--- src/rtl/tlp_rx_sequencer_if.sv ---
// Byte-in / result-out handshake bundle of the TLP receive sequencer.
// master = link byte source plus result consumer, slave = the sequencer.
interface tlp_rx_sequencer_if;
  logic        in_valid;
  logic        in_ready;
  logic [7:0]  in_data;
  logic        in_sop;
  logic        pkt_valid;
  logic        pkt_ready;
  logic [9:0]  pkt_class;
  logic [10:0] pkt_len_dw;
  logic        pkt_err;

  modport master (
    output in_valid, in_data, in_sop, pkt_ready,
    input  in_ready, pkt_valid, pkt_class, pkt_len_dw, pkt_err
  );

  modport slave (
    input  in_valid, in_data, in_sop, pkt_ready,
    output in_ready, pkt_valid, pkt_class, pkt_len_dw, pkt_err
  );
endinterface

--- src/rtl/tlp_rx_sequencer.sv ---
// Byte-serial TLP receive sequencer: frames 3DW headers, counts payload, posts one result per packet.
// Optional per-class result statistics are compiled in with the TLP_STATS_EN macro.
module tlp_rx_sequencer #(
  parameter int STAT_W = 16
) (
  input  logic              clk,
  input  logic              rst_n,
  tlp_rx_sequencer_if.slave rx,
  output logic [7:0]        type_byte,
  input  logic [9:0]        type_class,
  input  logic [3:0]        stat_sel,
  output logic [STAT_W-1:0] stat_count
);

  typedef enum logic [1:0] {IDLE, HDR, PAYLOAD} state_t;

  state_t      state;
  state_t      state_nxt;
  logic [3:0]  hdr_cnt;
  logic [9:0]  cls_q;
  logic [9:0]  len_q;
  logic [12:0] byte_cnt;

  logic        in_ready;
  logic        xfer;
  logic        hdr_last;
  logic        pay_last;
  logic        post;
  logic [9:0]  post_class;
  logic [10:0] post_len;
  logic        post_err;

  // A pending, unaccepted result blocks every byte, so no byte can post over it.
  assign in_ready    = !(rx.pkt_valid && !rx.pkt_ready);
  assign rx.in_ready = in_ready;
  assign xfer        = rx.in_valid && in_ready;
  assign hdr_last    = (hdr_cnt == 4'd11);
  assign pay_last    = (byte_cnt == 13'd1);

  // NOTE: sequential state uses non-blocking assignments so every flop samples pre-edge values.
  always_ff @(posedge clk or negedge rst_n) begin
    if (!rst_n) state <= IDLE;
    else        state <= state_nxt;
  end

  // NOTE: every combinational output gets a default first so no path leaves it unassigned (no latch).
  always_comb begin
    state_nxt = state;
    if (xfer) begin
      if (rx.in_sop) begin
        state_nxt = HDR;
      end else begin
        case (state)
          HDR:     if (hdr_last) state_nxt = (cls_q != '0 && type_byte[6]) ? PAYLOAD : IDLE;
          PAYLOAD: if (pay_last) state_nxt = IDLE;
          default: state_nxt = state;
        endcase
      end
    end
  end

  // Result posting: aborts and unsupported types report err with zero length.
  always_comb begin
    post       = 1'b0;
    post_class = cls_q;
    post_len   = '0;
    post_err   = 1'b0;
    if (xfer) begin
      case (state)
        HDR: begin
          if (rx.in_sop) begin
            post     = 1'b1;
            post_err = 1'b1;
          end else if (hdr_last) begin
            if (cls_q == '0) begin
              post     = 1'b1;
              post_err = 1'b1;
            end else if (!type_byte[6]) begin
              post = 1'b1;
            end
          end
        end
        PAYLOAD: begin
          if (rx.in_sop) begin
            post     = 1'b1;
            post_err = 1'b1;
          end else if (pay_last) begin
            post     = 1'b1;
            post_len = (len_q == '0) ? 11'd1024 : {1'b0, len_q};
          end
        end
        default: post = 1'b0;
      endcase
    end
  end

  // Header capture and payload byte counter.
  always_ff @(posedge clk or negedge rst_n) begin
    if (!rst_n) begin
      type_byte <= '0;
      hdr_cnt   <= '0;
      cls_q     <= '0;
      len_q     <= '0;
      byte_cnt  <= '0;
    end else if (xfer) begin
      if (rx.in_sop) begin
        type_byte <= rx.in_data;
        hdr_cnt   <= 4'd1;
        cls_q     <= '0;
        len_q     <= '0;
      end else begin
        case (state)
          HDR: begin
            hdr_cnt <= hdr_cnt + 4'd1;
            case (hdr_cnt)
              4'd1:    cls_q       <= type_class;
              4'd2:    len_q[9:8]  <= rx.in_data[1:0];
              4'd3:    len_q[7:0]  <= rx.in_data;
              4'd11:   byte_cnt    <= {((len_q == '0) ? 11'd1024 : {1'b0, len_q}), 2'b00};
              default: hdr_cnt     <= hdr_cnt + 4'd1;
            endcase
          end
          PAYLOAD: byte_cnt <= byte_cnt - 13'd1;
          default: hdr_cnt  <= hdr_cnt;
        endcase
      end
    end
  end

  // Result register: a new post may replace a result that is being accepted this cycle.
  always_ff @(posedge clk or negedge rst_n) begin
    if (!rst_n) begin
      rx.pkt_valid  <= 1'b0;
      rx.pkt_class  <= '0;
      rx.pkt_len_dw <= '0;
      rx.pkt_err    <= 1'b0;
    end else if (post) begin
      rx.pkt_valid  <= 1'b1;
      rx.pkt_class  <= post_class;
      rx.pkt_len_dw <= post_len;
      rx.pkt_err    <= post_err;
    end else if (rx.pkt_ready) begin
      rx.pkt_valid  <= 1'b0;
    end
  end

`ifdef TLP_STATS_EN
  logic [STAT_W-1:0] stat_cnt [11];

  // NOTE: the counter array is reset entry by entry because its values are architecturally visible.
  always_ff @(posedge clk or negedge rst_n) begin
    if (!rst_n) begin
      for (int i = 0; i < 11; i++) stat_cnt[i] <= '0;
      stat_count <= '0;
    end else begin
      if (rx.pkt_valid && rx.pkt_ready) begin
        for (int i = 0; i < 10; i++) begin
          if (!rx.pkt_err && rx.pkt_class[i] && !(&stat_cnt[i]))
            stat_cnt[i] <= stat_cnt[i] + STAT_W'(1);
        end
        if (rx.pkt_err && !(&stat_cnt[10]))
          stat_cnt[10] <= stat_cnt[10] + STAT_W'(1);
      end
      stat_count <= (stat_sel <= 4'd10) ? stat_cnt[stat_sel] : '0;
    end
  end
`else
  logic unused_stat_sel;
  assign unused_stat_sel = ^stat_sel;
  assign stat_count      = '0;
`endif

endmodule

--- src/flat_wrapper.sv ---
// flat-port wrapper written by rule: the top's interface ports become plain ports
module tlp_rx_sequencer_flat 
#(
  parameter int STAT_W = 16
)
  (clk, rst_n, type_byte, type_class, stat_sel, stat_count, rx_in_valid, rx_in_data, rx_in_sop, rx_pkt_ready, rx_in_ready, rx_pkt_valid, rx_pkt_class, rx_pkt_len_dw, rx_pkt_err);
  tlp_rx_sequencer_if rx_i ();
  input  logic clk;
  input  logic rst_n;
  output logic [7:0] type_byte;
  input  logic [9:0] type_class;
  input  logic [3:0] stat_sel;
  output logic [STAT_W-1:0] stat_count;
  input wire logic [$bits(rx_i.in_valid)-1:0] rx_in_valid;
  input wire logic [$bits(rx_i.in_data)-1:0] rx_in_data;
  input wire logic [$bits(rx_i.in_sop)-1:0] rx_in_sop;
  input wire logic [$bits(rx_i.pkt_ready)-1:0] rx_pkt_ready;
  output wire logic [$bits(rx_i.in_ready)-1:0] rx_in_ready;
  output wire logic [$bits(rx_i.pkt_valid)-1:0] rx_pkt_valid;
  output wire logic [$bits(rx_i.pkt_class)-1:0] rx_pkt_class;
  output wire logic [$bits(rx_i.pkt_len_dw)-1:0] rx_pkt_len_dw;
  output wire logic [$bits(rx_i.pkt_err)-1:0] rx_pkt_err;
  assign rx_i.in_valid = rx_in_valid;
  assign rx_i.in_data = rx_in_data;
  assign rx_i.in_sop = rx_in_sop;
  assign rx_i.pkt_ready = rx_pkt_ready;
  assign rx_in_ready = rx_i.in_ready;
  assign rx_pkt_valid = rx_i.pkt_valid;
  assign rx_pkt_class = rx_i.pkt_class;
  assign rx_pkt_len_dw = rx_i.pkt_len_dw;
  assign rx_pkt_err = rx_i.pkt_err;
  tlp_rx_sequencer #(.STAT_W(STAT_W)) u_core (.clk(clk), .rst_n(rst_n), .rx(rx_i), .type_byte(type_byte), .type_class(type_class), .stat_sel(stat_sel), .stat_count(stat_count));
endmodule
--- config.mk ---
export PLATFORM = sky130hd
export DESIGN_NAME = tlp_rx_sequencer_flat
export DESIGN_NICKNAME = d
export VERILOG_FILES = /design/src/rtl/tlp_rx_sequencer_if.sv /design/src/rtl/tlp_rx_sequencer.sv /design/src/flat_wrapper.sv
export SDC_FILE = /design/constraint.sdc
export NUM_CORES = 1
export LEC_CHECK = 0
export CORE_MARGIN = 2
export CORE_UTILIZATION = 34
export CTS_BUF_LIST = sky130_fd_sc_hd__clkbuf_4
export DETAILED_ROUTE_END_ITERATION = 16
export GPL_TIMING_DRIVEN = 1
export PLACE_DENSITY = 0.58
export SYNTH_ARGS = -nofsm -noshare
export SYNTH_HDL_FRONTEND = slang
export SYNTH_SLANG_ARGS = --single-unit
--- constraint.sdc ---
create_clock -name clk -period 2.2 [get_ports clk]
set_input_delay 0.22 -clock clk [delete_from_list [all_inputs] [get_ports clk]]
set_output_delay 0.22 -clock clk [all_outputs]
set_load 0.02 [all_outputs]
======== Word-level counts from Yosys, hierarchy flattened ========
Cells that the tools add are included.
storage, ports and cells
  register bits after elaboration ......... 70
  input port bits ......................... 27
  output and inout port bits .............. 48
  logic and storage cells ................. 83
cells by class
  add/sub/neg operators ................... 2
  eq/ne operators ......................... 10
  muxes and demuxes ....................... 37
  bitwise operators ....................... 1
  reduce and logical (&&, ||, !) cells .... 22
operator list
  operator               count
  $mux 11                5
  $mux 10                5
  $pmux 13 s2            1
  $logic_not 10->1       2
  $mux 1                 14
  $eq 13x1->1 const B    1
  $mux 13                1
  $sub 13x1->13 const B  1
  $reduce_bool 2->1      6
  $mux 2                 5
  $reduce_bool 10->1     1
  $reduce_and 3->1       3
  $eq 4x2->1 const B     2
  $mux 4                 2
  $mux 8                 1
  $reduce_and 4->1       2
  $ne 3x2->1 const B     2
  $add 4x1->4 const B    1
  $eq 4x1->1 const B     1
  $eq 4x4->1 const B     1
  $pmux 1 s2             2
  $pmux 2 s2             1
  $reduce_and 2->1       2
  $logic_and 1x1->1      3
  6 further kinds        7

======== Depth between registers and ports, before layout ========
Gate-level depths: netlist of the first run.
  depth after elaboration ................. 7
  gate-level depth with buffers ........... 8
  mapped depth without buffers ............ 7

======== Worst setup path after synthesis of the first run ========
No wires, ideal clock.
  kind .................................... reg2reg
  start point ............................. register u_core.rx.pkt_valid
  end point ............................... register u_core.type_byte[1]
  setup time .............................. 0.125 ns
  data arrival time ....................... 1.823 ns
  data required time ...................... 2.075 ns
  slack ................................... 0.253 ns
  stages on the path, launching flop included .. 8
  buffers on the path ..................... 2
  clock period less this slack ............ 1.947 ns
  cell sequence ........................... dfrtp_1 -> nor2b_1 -> inv_1 -> and2_1 -> clkbuf_1 -> nand2_1 -> buf_2 -> mux2_2
between the ends
  longest elaborated chain between the ends .. 4
RTL lines
  element                     RTL line                   RTL
  start, declared             tlp_rx_sequencer_if.sv:21  output in_ready, pkt_valid, pkt_class, pkt_len_dw, pkt_err
  start signal, assigned      tlp_rx_sequencer.sv:133    rx.pkt_valid <= 1'b0;
  start signal, assigned      tlp_rx_sequencer.sv:138    rx.pkt_valid <= 1'b1;
  start signal, assigned      tlp_rx_sequencer.sv:143    rx.pkt_valid <= 1'b0;
  $logic_and 1x1->1           tlp_rx_sequencer.sv:34     assign in_ready = !(rx.pkt_valid && !rx.pkt_ready);
  $logic_not 1->1             tlp_rx_sequencer.sv:34
  net rx_in_ready             flat_wrapper.sv:18         output wire logic [$bits(rx_i.in_ready)-1:0] rx_in_ready;
  $logic_and 1x1->1           tlp_rx_sequencer.sv:36     assign xfer = rx.in_valid && in_ready;
  $reduce_and 2->1 (no line)  n/a
  end signal, assigned        tlp_rx_sequencer.sv:107    type_byte <= rx.in_data;
  end, declared               tlp_rx_sequencer.sv:9      output logic [7:0] type_byte,
The timed path passes the listed nets, and every way through them passes these cells.
A chain may end at the register's enable or synchronous reset.

======== Worst setup path after layout of the first run ========
  start point ............................. register u_core.hdr_cnt[1]
  end point ............................... register u_core.byte_cnt[5]
between the ends
  longest elaborated chain between the ends .. 3
RTL lines
  element                     RTL line                 RTL
  start, declared             tlp_rx_sequencer.sv:19   logic [3:0] hdr_cnt;
  start signal, assigned      tlp_rx_sequencer.sv:114  hdr_cnt <= hdr_cnt + 4'd1;
  start signal, assigned      tlp_rx_sequencer.sv:120  default: hdr_cnt <= hdr_cnt + 4'd1;
  start signal, assigned      tlp_rx_sequencer.sv:124  default: hdr_cnt <= hdr_cnt;
  $eq 4x4->1                  tlp_rx_sequencer.sv:115  case (hdr_cnt)
  $ne 2x1->1 (no line)        n/a
  $reduce_and 4->1 (no line)  n/a
  end signal, assigned        tlp_rx_sequencer.sv:119  4'd11: byte_cnt <= {((len_q == '0) ? 11'd1024 : {1'b0, len_q}), 2'b00};
  end signal, assigned        tlp_rx_sequencer.sv:123  PAYLOAD: byte_cnt <= byte_cnt - 13'd1;
  end, declared               tlp_rx_sequencer.sv:22   logic [12:0] byte_cnt;
No other way between the ends.

==> results.ini, run 1 <==
[floorplanning]
initial_core_util_pct=35.0
dieArea_um2=10900
core_um2=9770
io_pins=75
die_h_um=104
chipWidth_um=104
fp-row-count=36

[setup_path]
worstSetupStartpointType=register
crit_arrival_ps=2280
critPathMaxFanout=5
reg2regPathDepth=7
end_kind=register
path_class=register to register
cp.required_ps=2480

[clocking]
clkLatencyLatePin_ps=400
cts_sinks=70
root_buffer=clkbuf_4
clockBufferDepth=2
cts.htree.levels=3
cts_tree=built
cts_made_buffers=9
clk_pin_slew_ps=120

[synth]
synth_flop_cell=dfrtp_1
yosysWarningCount=0
synth.most_common_cell=dfrtp_1
synth_area_leader_cell=dfrtp_1
synth-edff-count=0
synthTopCellsByArea=dfrtp_1 51%, mux2_2 6.6%, mux2i_1 4.7%, a22o_1 4.6%, buf_4 3.5%
synth-seq-area-share_pct=51.2
synthDistinctLibCells=46
synth_seq_cells=70
syn_area_per_cell_um2=10.7
synth_cells=318
synth_area_um2=3420
synthArstFlopShare_pct=100
synth_common_cells=70 x dfrtp_1, 27 x nand2_1, 21 x inv_1
synth.top_cell.area_share_pct=51.2

[timing]
hold_viol=0
finalSetupTns_ps=0
finalMaxSlewViolations=0
final.min_clock_period_ps=2000
whs_ps=401
tightest_slew_ps=724
post-route-period-util_pct=91.0
clock_skew_ps=19.3
finalSetupViolations=0
timing.slew.headroom_pct=51.7
fmax_mhz=499
fin_ws_ps=197

[routing]
first_iter_violations=80
drt-total-wl_um=7930
drc=0
vias_per_cell=4.98
drt.antenna.violating_nets=0
first_pass_iters=4
vias=2633
wire_per_inst_um=15.0

[placement]
io_buffer_count=54
dp_hpwl_um=5660
place_ws_ps=92.0
place_congestion=0.797

[power_and_ir_drop]
ir_worst_vdd_mv=0.613
leakage_nw=1.95
pwr_density_cell_nw_per_um2=1120

[grt]
track_usage_pct=15.2
grt_use_met2_pct=24.7
grt_overflow_total=0
grt_use_met3_pct=4.89
antenna_found_initial=0
busiest_layer=met2
grt_pass1_wl_um=13300
grt_max_degree=30
grtUsageMet1_pct=20.2
grt_pass1_vias=2595

[status]
status=complete, no violations

[run]
cap_viol_max_count=0

[cells_and_area]
utilization_pct=44.7
nets=425
n_antenna_cell=0
syn2layout_area_growth_pct=27.9
drive_gt1_share_pct=16.9

[worst_hold_path]
hold_class=input pin to async pin

==> critical path: stages, from the launching register on <==
cell and delay, ps:
dfrtp_1 430, ha_1 200, nand3b_1 190, buf_4 210, a2111o_1 510, nor2_1 130
mux2_2 150, a21oi_1 60
==> through the flow <==
| step | area [um2] | std cells | total power, mW |
|---|---|---|---|
| floorplan | 3470 | 333 | 3.27 |
| global placement | 4180 | 509 | 4.01 |
| detailed placement | 4180 | 509 | 4.06 |
| CTS | 4330 | 526 | 4.90 |
| global route | 4370 | 529 | 5.23 |
| finish | 4370 | 529 | 4.89 |
==> cells in the final DEF, fill, tap and decap left out, drive strengths merged, types with 3 or more instances in the layout <==
cell type      synthesis  final
clkdlybuf4s50          0     53
nand3                  9      9
nor3                   5      5
o22ai                  9      9
nand2b                 5      5
a22o                  18     18
buf                   21     22
nand3b                 4      4
dfrtp                 70     70
ha                     7      7
clkbuf                 8     10
mux2                  20     20
a21oi                 20     20
nand2                 27     27
inv                   21     21
clkinv                 0      3
o21ai                  9      9
nor2                  14     14
mux2i                 16     16
conb                   1     16
nor4                   8      8
==> power breakdown <==
group / total, mW / switching (mW) / internal [mW]
clock: 0.817 / 0.461 / 0.356
sequential: 2.04 / 0.366 / 1.67
combinational: 2.03 / 1.04 / 0.996
==> routing by layer <==
layer  vias up  routed length [um]
met3         6                 314
met1      1298                3650
li1       1258                   -
met5         -                   0
met2        71                3890
met4         0                  76
==> final cells by class <==
class / count / area [um2]
fill: 983 / 5400
sequential: 70 / 1750
multi-input combinational: 213 / 1490
timing repair buffer: 76 / 742
tap: 133 / 166
inverter: 21 / 78.8
clock buffer: 10 / 75.1
clock inverter: 6 / 62.6
==> logic make-up (layout without fill, tap and decap cells) <==
group,count (synthesis),count (layout),synth area share (%)
AND/OR/NAND/NOR,83,83,12.6
AO/OA/AOI/OAI,70,70,14.4
flip-flops,70,70,51.2
buffers and inverters,50,113,7.58
multiplexers,36,36,11.3
adder cells (fa/ha/maj),7,7,2.56
other,1,16,0.110
XOR/XNOR,1,1,0.256
==> worst paths after layout <==
check                                         start             endpoint  slack (ps)
min in group clk                      type_class[2]      u_core.cls_q[2]         400
worst max-delay path              u_core.hdr_cnt[1]   u_core.byte_cnt[5]         200
max in group asynchronous                     rst_n      u_core.cls_q[8]        1100
worst min-delay path                          rst_n   u_core.byte_cnt[6]         400
worst max register to register    u_core.hdr_cnt[1]   u_core.byte_cnt[5]         200
worst min register to register  u_core.type_byte[1]  u_core.type_byte[1]         520
==> state kept, by name (all words and copies together) (netlist names) <==
signal	flops
u_core.byte_cnt	13
u_core.rx.pkt_len_dw	11
u_core.cls_q	10
u_core.len_q	10
u_core.rx.pkt_class	10
u_core.type_byte	8
u_core.hdr_cnt	4
u_core.state	2
u_core.rx.pkt_err	1
u_core.rx.pkt_valid	1
==> timing repair <==
| action | in CTS | in global routing |
|---|---|---|
| endpoints found under the hold margin | 27 | 0 |
| hold buffers | 1 | 0 |
| resized for setup | 0 | 4 |
| setup endpoints to repair | 0 | 27 |
| buffers inserted | 0 | 2 |
Note: power is estimated with default switching activity, not from simulation.
==> inputs of run 2 (changes only) <==
==> constraint.sdc (replaced) <==
create_clock -name clk -period 2.2 [get_ports clk]
set_input_delay 0.22 -clock clk [delete_from_list [all_inputs] [get_ports clk]]
set_output_delay 0.22 -clock clk [all_outputs]
set_load 0.01 [all_outputs]
==> run 2 against run 1 <==
Against the previous run:
- via count is 0.61% lower
- clock skew fell by 7.3 ps
- count of clock-buffer cells in the layout fell by 1
- largest cell class unchanged
- largest power group unchanged
==> results.ini, run 2 (synthesis results as in run 1) <==
[timing]
whs_ps=333  ; -67.9 ps
grt_setup_unrepaired=false
finalSetupTns_ps=0  ; unchanged
finalMaxSlewViolations=0  ; unchanged
post-route-period-util_pct=93.1  ; +2.1 points
finalSetupViolations=0  ; unchanged
fin_ws_ps=151  ; -45.8 ps
tightest_slew_ps=557  ; -167 ps
fmax_mhz=488  ; -2.2%
timing.slew.headroom_pct=62.8  ; +11 points
clock_skew_ps=12.0  ; -7.29 ps
final.min_clock_period_ps=2050  ; +45.8 ps
hold_viol=0  ; unchanged

[placement]
place_ws_ps=48.4  ; -43.7 ps
dp.cells=508  ; -0.20%
place_congestion=0.812  ; +1.9%
io_buffer_count=54  ; unchanged
dp_hpwl_um=5530  ; -2.2%

[grt]
antenna_found_initial=0  ; unchanged
grt_overflow_total=0  ; unchanged
grt_pass1_vias=2644  ; +1.9%
grt_pass1_wl_um=13300  ; unchanged
track_usage_pct=15.0  ; -0.18 points
grt_max_degree=50  ; +67%

[setup_path]
critPathMaxStageDelay_ps=410  ; -100 ps
cp.required_ps=2500  ; +20 ps
r2r_start=u_core.byte_cnt[1]
crit_path_top_delay_cell=dfrtp_1
crit_buf_inv=3  ; +2
path_class=register to register
path_depth=9  ; +2
cpMostUsedCell=buf_12
crit_arrival_ps=2350  ; +70 ps
critical_path.cell_chain=inv_1 -> ha_1 -> nor4b_1 -> a31oi_1 -> nor3_2 -> o31ai_4 -> buf_12 -> buf_12 -> mux2i_1
end_kind=register
crit_path_end=u_core.rx.pkt_len_dw[8]
reg2regPathDepth=9  ; +2
worstSetupStartpointType=register
crit_path_start=u_core.byte_cnt[1]
r2r_slack_ps=150  ; -50 ps
r2r-end=u_core.rx.pkt_len_dw[8]
critPathMaxFanout=13  ; +8
critPathTopFamily=simple AND/OR/NAND/NOR gates

[floorplanning]
die_h_um=104  ; unchanged
initial_core_util_pct=35.0  ; unchanged
dieArea_um2=10900  ; unchanged
io_pins=75  ; unchanged
chipWidth_um=104  ; unchanged
core_um2=9770  ; unchanged
fp-row-count=36  ; unchanged

[routing]
first_iter_violations=70  ; -13%
first_pass_iters=4  ; unchanged
vias_per_cell=4.96  ; -0.42%
vias=2617  ; -0.61%
drt-total-wl_um=7780  ; -2.0%
drc=0  ; unchanged
wire_per_inst_um=14.7  ; -1.8%
drt.antenna.violating_nets=0  ; unchanged

[clocking]
cts_tree=built
cts_sinks=70  ; unchanged
root_buffer=clkbuf_4
cts_made_buffers=9  ; unchanged
clockBufferDepth=2  ; unchanged
clkLatencyLatePin_ps=420  ; +20 ps
clk_pin_slew_ps=120  ; about the same
cts.htree.levels=3  ; unchanged

[status]
status=complete, no violations

[cells_and_area]
stdcell_count=528  ; -0.19%
largest_reg_flops=13  ; unchanged
syn2layout_area_growth_pct=28.4
n_antenna_cell=0  ; unchanged
drive_gt1_share_pct=16.2  ; -0.72 points
mostFrequentLayoutCell=dfrtp_1
mostFrequentLayoutCells=70 x dfrtp_1, 53 x clkdlybuf4s50_1, 27 x nand2_1
reg_top3=u_core.byte_cnt: 13 flops, u_core.rx.pkt_len_dw: 11 flops
nets=425  ; unchanged
utilization_pct=44.9  ; +0.20 points
top_register=u_core.byte_cnt

[worst_hold_path]
hold_class=input pin to async pin

[power_and_ir_drop]
pwr_density_cell_nw_per_um2=1110  ; -0.99%
ir_worst_vdd_mv=0.526  ; -14%
leakage_nw=1.97  ; +1.0%

[run]
cap_viol_max_count=0  ; unchanged

[run 2: cell count changes in the layout (fill, tap and decap cells not counted), sizes merged]
cell      delta
bufinv       +1
clkbuf       -1
clkinvlp     -2
inv          +1
[run 2: final cells by class]
class	instances	area [um2]
fillers	937	5380
multi-input cells	213	1490
clock buffers	9	67.6
well taps	133	166
inverters	21	78.8
flip-flops and latches	70	1750
repair buffers	76	754
clock inverters	6	86.3
[run 2: how the worst min path moves through the flow]
stage,start,to,depth (start not counted)
2_1_floorplan,rst_n,u_core.byte_cnt[0],0
3_3_place_gp,rst_n,u_core.byte_cnt[2],1
3_5_place_dp,rst_n,u_core.byte_cnt[2],1
4_1_cts,rst_n,u_core.hdr_cnt[2],2
5_1_grt,rst_n,u_core.hdr_cnt[2],2
6_report,rst_n,u_core.rx.pkt_class[8],2
[run 2: through the flow]
step                      power (mW)  instance area, um2
final                           4.86                4390
after detailed placement        3.92                4170
after global placement          3.88                4170
after floorplan                 3.14                3470
after global routing            5.22                4390
after CTS                       4.86                4330
[run 2: metal layers]
metal	up-vias	wire length, um	GRT usage (%)
met1	1296	3520	19.1
met5	-	0	0
li1	1251	-	-
met2	61	3850	25.8
met3	9	330	3.76
met4	0	78	3.47
[run 2: timing repair]
action	4_1_cts	5_1_grt
gates resized for setup	0	2
buffers inserted	0	3
setup endpoints to repair	0	27
hold buffers	1	0
hold endpoints to repair	21	0
[run 2: power by group]
group	internal, mW	leakage [nW]	switching (mW)
clock network	0.455	0.0838	0.464
logic	1.01	0.964	0.911
registers	1.67	0.919	0.353
total	3.13	1.97	1.73
==> inputs of run 3 (changes only) <==
--- a/config.mk
+++ b/config.mk
@@ -5,12 +5,14 @@
 export SDC_FILE = /design/constraint.sdc
 export NUM_CORES = 1
 export LEC_CHECK = 0
+export CORE_ASPECT_RATIO = 1.2
 export CORE_MARGIN = 2
 export CORE_UTILIZATION = 34
 export CTS_BUF_LIST = sky130_fd_sc_hd__clkbuf_4
 export DETAILED_ROUTE_END_ITERATION = 16
 export GPL_TIMING_DRIVEN = 1
-export PLACE_DENSITY = 0.58
+export PLACE_DENSITY = 0.61
+export SLEW_MARGIN = 10
 export SYNTH_ARGS = -nofsm -noshare
 export SYNTH_HDL_FRONTEND = slang
 export SYNTH_SLANG_ARGS = --single-unit
==> constraint.sdc (replaced) <==
create_clock -name clk -period 1.7 [get_ports clk]
set_input_delay 0.17 -clock clk [delete_from_list [all_inputs] [get_ports clk]]
set_output_delay 0.17 -clock clk [all_outputs]
set_load 0.01 [all_outputs]
==> run 3 against run 2 <==
Against the previous run:
- the flow now finishes with violations (negative setup slack)
- non-clock buffer count is 45 higher
- wire length up 10%
- die area about the same
- critical endpoint is now u_core.rx.pkt_class[1]
- clock power grew 37%
- final area is 13% higher
- first-iteration DRC count grew 47%
==> results.ini, run 3 (synthesis results as in run 1) <==
[status]
status=finished, violations left
violations=negative setup slack

[clocking]
cts_made_buffers=9  ; unchanged
clk_pin_slew_ps=140  ; +20 ps
cts.htree.levels=3  ; unchanged
root_buffer=clkbuf_4
clkLatencyLatePin_ps=440  ; +20 ps
cts_tree=built
clockBufferDepth=2  ; unchanged
cts_sinks=70  ; unchanged

[grt]
antenna_found_initial=0  ; unchanged
grt_use_met2_pct=28.0  ; +2.2 points
grt_pass1_vias=2849  ; +7.8%
track_usage_pct=16.5  ; +1.4 points
grt_overflow_total=0  ; unchanged
grtUsageMet1_pct=20.7  ; +1.5 points
grt_use_met3_pct=3.37  ; -0.39 points
grt_pass1_wl_um=13900  ; +4.6%
grt_max_degree=71  ; +42%
busiest_layer=met2

[routing]
vias_per_cell=5.02  ; +1.2%
drc=0  ; unchanged
first_pass_iters=6  ; +2
vias=2844  ; +8.7%
first_iter_violations=103  ; +47%
drt.antenna.violating_nets=0  ; unchanged
wire_per_inst_um=15.1  ; +2.4%
drt-total-wl_um=8560  ; +10%

[timing]
clock_skew_ps=25.4  ; +13.4 ps
finalSetupTns_ps=-4560  ; -4560 ps
final.min_clock_period_ps=1910  ; -138 ps
finalMaxSlewViolations=0  ; unchanged
fmax_mhz=523  ; +7.2%
grt_setup_unrepaired=true
hold_viol=0  ; unchanged
fin_ws_ps=-211  ; -362 ps
whs_ps=275  ; -57.5 ps
post-route-period-util_pct=112  ; +19 points
finalSetupViolations=34  ; +34

[floorplanning]
initial_core_util_pct=34.5  ; -0.48 points
chipWidth_um=95.5  ; -8.4%
fp-row-count=40  ; +11%
die_h_um=114  ; +9.2%
dieArea_um2=10900  ; about the same
core_um2=9910  ; +1.4%
io_pins=75  ; unchanged

[cells_and_area]
drive_gt1_share_pct=32.4  ; +16 points
n_antenna_cell=0  ; unchanged
mostFrequentLayoutCells=70 x dfrtp_1, 53 x buf_4, 51 x clkdlybuf4s50_1
reg_top3=u_core.byte_cnt: 13 flops, u_core.rx.pkt_len_dw: 11 flops
syn2layout_area_growth_pct=44.6
largest_reg_flops=13  ; unchanged
nets=470  ; +11%
mostFrequentLayoutCell=dfrtp_1
top_register=u_core.byte_cnt

[setup_path]
crit_arrival_ps=2220  ; -130 ps
critPathMaxFanout=15  ; +2
worstSetupStartpointType=register
end_kind=register
cp.required_ps=2010  ; -490 ps
r2r_slack_ps=-210  ; -360 ps
path_class=register to register

[power_and_ir_drop]
pwr_density_cell_nw_per_um2=1480  ; +33%
leakage_nw=2.24  ; +14%
ir_worst_vdd_mv=0.716  ; +36%

[placement]
place_congestion=0.884  ; +8.9%
io_buffer_count=54  ; unchanged
dp_hpwl_um=6000  ; +8.4%

[worst_hold_path]
hold_class=input pin to async pin

[run]
cap_viol_max_count=0  ; unchanged

-- run 3: changes by cell type in the layout (fill, tap and decap cells not counted), sizes merged --
cell / change
clkinvlp: +1
clkdlybuf4s50: -2
buf: +45
clkinv: -1
dlymetal6s2s: +1
dlygate4sd2: +1
clkbuf: +1
-- run 3: timing repair --
item                                    4_1_cts  5_1_grt
endpoints found under the hold margin        70        0
setup buffers                                 5        1
endpoints found under the setup margin       57       41
cloned                                        1        1
pin swaps                                    15        3
resized for setup                            28       19
hold buffers                                  1        0
-- run 3: worst max-delay path, cell delays in order (launching register included) --
cell and delay [ps]:
dfrtp_1 410, inv_2 80, ha_4 150, buf_4 110, nand2b_1 110, a31oi_2 230, nor3_2 80, o31ai_4 70
buf_12 200, mux2_2 350
-- run 3: cell type report --
cell class | count | area (um2)
multi-input cells | 213 | 1660
clock buffers | 10 | 75.1
flip-flops and latches | 70 | 1750
clock inverters | 6 | 93.8
repair buffers | 121 | 1120
well taps | 126 | 158
fillers | 927 | 4970
inverters | 21 | 78.8
-- run 3: routing by layer --
layer  wire length, um  vias up
li1                  -     1344
met1              3730     1413
met2              4370       72
met3               310       15
met4               153        0
met5                 0        -
-- run 3: worst paths after layout --
path,start,endpoint,cells past startpoint
setup / recovery,u_core.state[0],u_core.rx.pkt_class[1],9
hold / removal,rst_n,u_core.len_q[9],3
setup reg to reg,u_core.state[0],u_core.rx.pkt_class[1],9
hold reg to reg,u_core.rx.pkt_class[3],u_core.rx.pkt_class[3],1
max in group asynchronous,rst_n,u_core.len_q[1],3
min in group clk,type_class[6],u_core.cls_q[6],2
-- run 3: where the power goes --
| part | switching, mW | internal [mW] | leakage (nW) |
|---|---|---|---|
| Clock | 0.640 | 0.623 | 0.0872 |
| Combinational | 1.57 | 1.92 | 1.24 |
| Sequential | 0.382 | 2.16 | 0.919 |
-- run 3: through the flow --
step | std cells | setup slack [ps] | instance area (um2) | utilization [%] | power [mW]
4_1_cts | 565 | -184 | 4850 | 49.0 | 7.24
3_3_place_gp | 542 | -356 | 4500 | 45.4 | 5.63
5_1_grt | 567 | -299 | 4940 | 49.9 | 7.75
3_5_place_dp | 542 | -383 | 4500 | 45.4 | 5.70
2_1_floorplan | 333 | -112 | 3520 | - | 4.11
6_report | 567 | -211 | 4940 | 49.9 | 7.29
